===== config.mk =====
export PLATFORM = sky130hd
export DESIGN_NAME = sram_ctrl
export DESIGN_NICKNAME = d
export VERILOG_FILES = /design/src/rtl/sram_ctrl.sv
export SDC_FILE = /design/constraint.sdc
export NUM_CORES = 1
export LEC_CHECK = 0
export CORE_ASPECT_RATIO = 0.75
export CORE_MARGIN = 4
export CORE_UTILIZATION = 40
export CTS_BUF_LIST = sky130_fd_sc_hd__clkbuf_2 sky130_fd_sc_hd__clkbuf_4 sky130_fd_sc_hd__clkbuf_8
export DETAILED_ROUTE_END_ITERATION = 8
export GPL_ROUTABILITY_DRIVEN = 0
export PLACE_DENSITY = 0.83
export SLEW_MARGIN = 20
export SYNTH_ARGS = -nofsm -noshare
export SYNTH_HDL_FRONTEND = slang
export SYNTH_SLANG_ARGS = --single-unit

===== constraint.sdc =====
create_clock -name clk -period 1.9 [get_ports clk]
set_input_delay 0.285 -clock clk [delete_from_list [all_inputs] [get_ports clk]]
set_output_delay 0.285 -clock clk [all_outputs]
set_load 0.005 [all_outputs]

===== src/rtl/sram_ctrl.sv =====
// Single-request initiator for the asynchronous-strobe SRAM: sequences cs/addr/din
// around a wr/rd strobe of STROBE_CYCLES cycles and returns a one-cycle response.
module sram_ctrl #(
    parameter int AW            = 8,
    parameter int DW            = 8,
    parameter int STROBE_CYCLES = 2
) (
    input  logic          clk,
    input  logic          rst_n,
    input  logic          req_valid,
    output logic          req_ready,
    input  logic          req_we,
    input  logic [AW-1:0] req_addr,
    input  logic [DW-1:0] req_wdata,
    output logic          resp_valid,
    output logic [DW-1:0] resp_rdata,
    output logic          sram_cs,
    output logic          sram_wr,
    output logic          sram_rd,
    output logic [AW-1:0] sram_addr,
    output logic [DW-1:0] sram_din,
    input  logic [DW-1:0] sram_dout
);

    typedef enum logic [1:0] {IDLE, SETUP, STROBE, HOLD} state_t;

    localparam logic [3:0] CNT_LOAD = 4'(STROBE_CYCLES - 1);

    state_t        state_q, state_d;
    logic          we_q, we_d;
    logic [3:0]    cnt_q, cnt_d;
    logic          ready_q, ready_d;
    logic          resp_valid_q, resp_valid_d;
    logic [DW-1:0] rdata_q, rdata_d;
    logic          cs_q, cs_d;
    logic          wr_q, wr_d;
    logic          rd_q, rd_d;
    logic [AW-1:0] addr_q, addr_d;
    logic [DW-1:0] din_q, din_d;

    // Every output is the registered image of the state it belongs to, so the
    // next-state logic also computes the next value of each pin.
    always_comb begin
        state_d      = state_q;
        we_d         = we_q;
        cnt_d        = cnt_q;
        ready_d      = ready_q;
        resp_valid_d = 1'b0;
        rdata_d      = rdata_q;
        cs_d         = cs_q;
        wr_d         = wr_q;
        rd_d         = rd_q;
        addr_d       = addr_q;
        din_d        = din_q;
        case (state_q)
            IDLE: begin
                if (req_valid && ready_q) begin
                    state_d = SETUP;
                    we_d    = req_we;
                    addr_d  = req_addr;
                    din_d   = req_wdata;
                    cs_d    = 1'b1;
                    ready_d = 1'b0;
                end
            end
            SETUP: begin
                state_d = STROBE;
                cnt_d   = CNT_LOAD;
                wr_d    = we_q;
                rd_d    = !we_q;
            end
            STROBE: begin
                if (cnt_q == 4'd0) begin
                    state_d      = HOLD;
                    wr_d         = 1'b0;
                    rd_d         = 1'b0;
                    resp_valid_d = 1'b1;
                    if (!we_q) begin
                        rdata_d = sram_dout;
                    end
                end else begin
                    cnt_d = cnt_q - 4'd1;
                end
            end
            HOLD: begin
                state_d = IDLE;
                cs_d    = 1'b0;
                ready_d = 1'b1;
            end
            default: begin
                state_d = IDLE;
                cs_d    = 1'b0;
                wr_d    = 1'b0;
                rd_d    = 1'b0;
                ready_d = 1'b1;
            end
        endcase
    end

    always_ff @(posedge clk or negedge rst_n) begin
        if (!rst_n) begin
            state_q      <= IDLE;
            we_q         <= 1'b0;
            cnt_q        <= 4'd0;
            ready_q      <= 1'b1;
            resp_valid_q <= 1'b0;
            rdata_q      <= '0;
            cs_q         <= 1'b0;
            wr_q         <= 1'b0;
            rd_q         <= 1'b0;
            addr_q       <= '0;
            din_q        <= '0;
        end else begin
            state_q      <= state_d;
            we_q         <= we_d;
            cnt_q        <= cnt_d;
            ready_q      <= ready_d;
            resp_valid_q <= resp_valid_d;
            rdata_q      <= rdata_d;
            cs_q         <= cs_d;
            wr_q         <= wr_d;
            rd_q         <= rd_d;
            addr_q       <= addr_d;
            din_q        <= din_d;
        end
    end

    assign req_ready  = ready_q;
    assign resp_valid = resp_valid_q;
    assign resp_rdata = rdata_q;
    assign sram_cs    = cs_q;
    assign sram_wr    = wr_q;
    assign sram_rd    = rd_q;
    assign sram_addr  = addr_q;
    assign sram_din   = din_q;

endmodule


==> flow_metrics.tcl, run 1 <==
set metrics [dict create \
    status "finished, final reports clean" \
    cp-start-kind "flip-flop" \
    nNetsFinal 204 \
    syn_to_final_growth_pct 47.3 \
    antenna_found_initial 0 \
    p_per_area_mw_per_mm2 1560 \
    power.internal_mw 2.54 \
    dp_slack_ns 0.0933 \
    layout_min_cycle_time_ns 1.74 \
    core_area_mm2 0.00371 \
    cts_resized 0 \
    p_sw_share_pct 29.0 \
    cts_tree "built" \
    die_h_um 62.0 \
    grt_pass1_wl_mm 5.03 \
    yosys.cell_types.count 26 \
    cts_root_buf "clkbuf_8" \
    cp-end-kind "flip-flop" \
    setup_ws_ns 0.157 \
    hpwlAfterDp_mm 2.38 \
    drive_above_1_share_pct 18.7 \
    htree_levels 2 \
    routedWlPerCell_um 14.3 \
    clock-sinks 36 \
    critPathMaxStageDelay_ns 0.40 \
    path_cells "inv_1 -> ha_1 -> or3b_1 -> a21oi_1 -> mux2_1" \
    rsz0062_at_grt "no" \
    numPortBuffers 56 \
    required_ns 2.07 \
    grt_overflow_total 0 \
    dr.pass1.iters 3 \
    yosysSeqAreaShare_pct 58.0 \
    vdd_drop_max_mv 0.874 \
    cts_hold_buf 0 \
    pwr-share-comb_pct 45.0 \
    cts_max_path_buffers 2 \
    cp_slowest_cell "or3b_1" \
    grt_pass1_vias 1126 \
    slew_viol_final 0 \
    crit_type "flip-flop to flip-flop" \
    ant_nets 0 \
    max_freq_mhz 574 \
    finClkSkew_ns 0.00665 \
    dieArea_mm2 0.00496 \
    yosysWarnings 0 \
    stdcell_count 223 \
    routed_wl_mm 3.19 \
    postCtsSetupBuffers 0 \
    worstMarginPinSlew_ns 0.771 \
    grt_max_degree 37 \
    fin_setup_tns_ns 0 \
    p_sw_mw 1.04 \
    critPathArrivalTime_ns 1.91 \
    clock_latency_ns 0.28 \
    syn-instance-count 107 \
    crit_fanout 4 \
    leakagePower_nw 1.03 \
    max_slew_margin_pct 48.6 \
    die_x_um 80.0 \
    syn_nets 141 \
    track_usage_pct 14.0 \
    start_util_pct 42.0 \
    io_pins 57 \
    dp_cells 214 \
    ys_ff_latch 36 \
    drc_errors 0 \
    setup_viol 0 \
    clock_power_share_pct 16.2 \
    hold_viol_final 0 \
    fp-row-count 19 \
    via_per_inst 4.70 \
    antennaDiodeCount 0 \
    pwr-share-seq_pct 38.8 \
    hold_path_class "input port to asynchronous set/reset pin" \
    maxCapViolCount 0 \
    vias 1049 \
    drtIter0Drc 33 \
    n_fill_cell 299 \
    finalCritPeriodShare_pct 91.7 \
    synthesis.area_mm2 0.00156 \
    cts_buffers 5 \
    path_clk_slew_ns 0.07 \
    syn_avg_cell_area_um2 14.5 \
]
==> power by group through the flow <==
stage	sequential (mW)	combinational [mW]	clock, mW
floorplan	1.39	0.759	0
global placement	1.38	1.55	0
detailed placement	1.40	1.61	0
CTS	1.39	1.62	0.606
global route	1.44	1.76	0.629
finish	1.39	1.61	0.581
==> cell usage after synthesis, drive strengths merged <==
cell	count	area, µm²
nand4b	1	8.76
nand3	3	20.0
inv	6	22.5
nor3	1	5.00
a21oi	3	15.0
or3b	1	8.76
o32a	1	10.0
o22ai	1	6.26
mux2i	3	30.0
ha	6	75.1
nor2b	2	20.0
and4bb	1	16.3
nor2	2	7.51
buf	3	30.0
dfstp	1	26.3
nand2b	1	6.26
nand2	7	26.3
dfrtp	35	876
o21ai	1	5.00
mux2	27	334
a21boi	1	7.51
==> worst max-delay path: cells and delay by family (launching register included) <==
kind	cells	cell delay (ns)
flops	1	0.37
buf+inv	1	0.09
mux	1	0.34
simple gates	1	0.40
compound gates	1	0.21
fa+ha+maj	1	0.22
==> sequential cells by signal, summed over array words and instances, names as in the netlist <==
register / flops
resp_rdata: 8
sram_addr: 8
sram_din: 8
cnt_q: 4
state_q: 2
req_ready: 1
resp_valid: 1
sram_cs: 1
sram_rd: 1
sram_wr: 1
we_q: 1
==> logic make-up after synthesis <==
family	after synthesis	synth area share, %
compound gates	7	2.81
fa+ha+maj	6	4.82
buf+inv	9	3.38
flops	36	58.0
mux	30	23.4
simple gates	19	7.64
==> routing by layer <==
layer,GRT usage (%),vias up,wire length (µm)
met5,0,-,0
met4,8.67,0,78
met2,21.3,47,1380
li1,-,491,-
met1,16.3,503,1390
met3,6.63,8,344
==> layout by cell type (no fill, tap or decap), types with 2 or more instances in the layout <==
master / count
mux2_1: 11
nand3_1: 2
mux2_4: 8
mux2_2: 8
buf_12: 2
nand2_1: 7
clkbuf_8: 6
clkbuf_4: 2
inv_1: 6
clkdlybuf4s50_1: 55
ha_1: 6
mux2i_1: 3
dfrtp_1: 35
a21oi_1: 3
nor2_1: 2
==> worst paths after layout <==
kind / cells past startpoint / from / endpoint / slack, ns
hold reg to reg: 1 / sram_din[2]$_DFFE_PN0P_ / sram_din[2]$_DFFE_PN0P_ / 0.49
hold / removal: 1 / rst_n / sram_din[0]$_DFFE_PN0P_ / 0.07
setup / recovery: 5 / cnt_q[0]$_DFFE_PN0P_ / state_q[1]$_DFFE_PN0P_ / 0.16
min in group clk: 1 / sram_din[2]$_DFFE_PN0P_ / sram_din[2]$_DFFE_PN0P_ / 0.49
setup reg to reg: 5 / cnt_q[0]$_DFFE_PN0P_ / state_q[1]$_DFFE_PN0P_ / 0.16
max in group asynchronous: 1 / rst_n / cnt_q[3]$_DFFE_PN0P_ / 1.34
==> metrics by stage <==
step                      cell area (µm²)  hold WS (ns)  utilization, %  power [mW]
final                                2290        0.0712            61.8        3.58
after global routing                 2290         0.131            61.8        3.84
after CTS                            2270        0.0913            61.3        3.62
after detailed placement             2170         0.409            58.6        3.02
after global placement               2170         0.394            58.6        2.92
after floorplan                      1560       -0.0106               -        2.15
==> final cells by class <==
type | count | area (µm²) | area share (%)
Sequential cell | 36 | 902 | 39.4
Timing Repair Buffer | 59 | 603 | 26.3
Multi-Input combinational cell | 62 | 602 | 26.3
Clock buffer | 8 | 97.6 | 4.26
Tap cell | 52 | 65.1 | 2.84
Inverter | 6 | 22.5 | 0.983
No activity file was read; power rests on OpenSTA's default activity.
==> inputs of run 2 (changes only) <==
- CORE_MARGIN: 4 -> 1
==> run 2 against run 1 <==
Compared with the run above:
- sequential share of layout area barely moved
- hold slack improved by 0.35 ns
- global-route usage is 3.8 points higher
- first-iteration DRC count fell by 3.0%
- largest cell class unchanged
- register-to-register slack got worse by 0.04 ns
==> flow_metrics.tcl, run 2 (same netlist as run 1, synthesis figures left out) <==
set metrics [dict create \
    cp-end-kind "flip-flop" \
    via_per_inst 4.77 \
    layout_min_cycle_time_ns 1.78 \
    numPortBuffers 56 \
    syn_to_final_growth_pct 47.4 \
    slew_viol_final 0 \
    pwr-share-comb_pct 46.1 \
    dp_cells 216 \
    grt_pass1_wl_mm 5.29 \
    hold_viol_final 0 \
    antennaDiodeCount 0 \
    drc_errors 0 \
    drtIter0Drc 32 \
    io_pins 57 \
    drive_above_1_share_pct 19.7 \
    grt_overflow_total 0 \
    finClkSkew_ns 0.00805 \
    p_sw_share_pct 30.2 \
    htree_levels 2 \
    r2r_end "state_q[1]$_DFFE_PN0P_" \
    dr.pass1.iters 3 \
    fin_setup_tns_ns 0 \
    power_mw 3.59 \
    fp-row-count 19 \
    grt_pass1_vias 1166 \
    ff2ff_setup_slack_ns 0.12 \
    grt_max_degree 37 \
    finalCritPeriodShare_pct 93.7 \
    core_area_mm2 0.00368 \
    cp-start-kind "flip-flop" \
    die_x_um 74.0 \
    cts_hold_buf 0 \
    stdcell_count 225 \
    nNetsFinal 206 \
    pwr-share-seq_pct 39.0 \
    leakagePower_nw 1.03 \
    setup_viol 0 \
    p_per_area_mw_per_mm2 1560 \
    cts_root_buf "clkbuf_8" \
    clock-sinks 36 \
    required_ns 2.06 \
    layout_commonest_cell "clkdlybuf4s50_1" \
    design_area_mm2 0.00229 \
    vdd_drop_max_mv 0.848 \
    cts_buffers 5 \
    vias 1073 \
    routedWlPerCell_um 14.8 \
    path_clk_slew_ns 0.07 \
    cts_max_path_buffers 2 \
    dieArea_mm2 0.00415 \
    crit_fanout 4 \
    clock_latency_ns 0.28 \
    crit_start "cnt_q[0]$_DFFE_PN0P_" \
    max_slew_margin_pct 70.7 \
    power.internal_mw 2.50 \
    clock_power_share_pct 14.9 \
    maxCapViolCount 0 \
    antenna_found_initial 0 \
    max_freq_mhz 562 \
    track_usage_pct 17.8 \
    ant_nets 0 \
    postPlaceCellArea_mm2 0.00218 \
    r2r-start "cnt_q[0]$_DFFE_PN0P_" \
    rsz0062_at_grt "no" \
    start_util_pct 42.2 \
    p_sw_mw 1.08 \
    critPathArrivalTime_ns 1.94 \
    die_h_um 56.0 \
    n_fill_cell 294 \
    worstMarginPinSlew_ns 0.440 \
    crit_type "flip-flop to flip-flop" \
    layout_common_cells "clkdlybuf4s50_1 (56), dfrtp_1 (35), mux2_1 (11)" \
    hold_path_class "input port to asynchronous set/reset pin" \
    routed_wl_mm 3.34 \
    endpoint "state_q[1]$_DFFE_PN0P_" \
    reg2reg_depth 5 \
    status "finished, final reports clean" \
    cts_tree "built" \
]
run 2: through the flow:
step | setup slack (ns) | hold WS [ns] | utilization (%)
after floorplan | 0.199 | -0.0106 | -
after global routing | 0.0257 | 0.461 | 62.3
final | 0.120 | 0.417 | 62.3
after detailed placement | 0.0751 | 0.486 | 59.2
after CTS | 0.0362 | 0.431 | 61.6
after global placement | 0.187 | 0.473 | 59.2
run 2: timing repair:
action | CTS | global route
resized for setup | 0 | 1
buffers inserted | 0 | 1
endpoints found under the setup margin | 0 | 8
run 2: layout make-up:
cell class | count | area, µm² | area share (%)
clock buffers | 7 | 83.8 | 3.65
multi-input cells | 62 | 606 | 26.4
clock inverters | 1 | 5.00 | 0.218
repair buffers | 61 | 611 | 26.6
inverters | 6 | 22.5 | 0.981
flip-flops and latches | 36 | 902 | 39.3
well taps | 52 | 65.1 | 2.84
run 2: power groups by stage:
stage	Sequential (mW)	Combinational [mW]	Clock, mW
floorplan	1.39	0.759	0
global placement	1.38	1.53	0
detailed placement	1.41	1.63	0
CTS	1.40	1.65	0.548
global route	1.44	1.80	0.572
finish	1.40	1.65	0.535
run 2: how the worst min path moves through the flow:
stage / start / end / slack, ns
after floorplan: rst_n / cnt_q[0]$_DFFE_PN0P_ / -0.01
after global placement: sram_addr[1]$_DFFE_PN0P_ / sram_addr[1]$_DFFE_PN0P_ / 0.47
after detailed placement: sram_addr[7]$_DFFE_PN0P_ / sram_addr[7]$_DFFE_PN0P_ / 0.49
after CTS: rst_n / resp_valid$_DFF_PN0_ / 0.43
after global routing: rst_n / sram_addr[7]$_DFFE_PN0P_ / 0.46
final: rst_n / sram_addr[7]$_DFFE_PN0P_ / 0.42
run 2: worst max-delay path, stage by stage (launching register included):
cell and delay, ns:
dfrtp_1 0.37, inv_1 0.10, ha_1 0.21, or3b_1 0.42, a21oi_2 0.22, mux2_1 0.34
run 2: per-layer routing:
metal / vias up / wire (µm) / track usage, %
met2: 45 / 1700 / 30.8
met3: 9 / 240 / 5.25
li1: 495 / - / -
met5: - / 0 / 0
met4: 0 / 95 / 9.07
met1: 524 / 1300 / 19.3
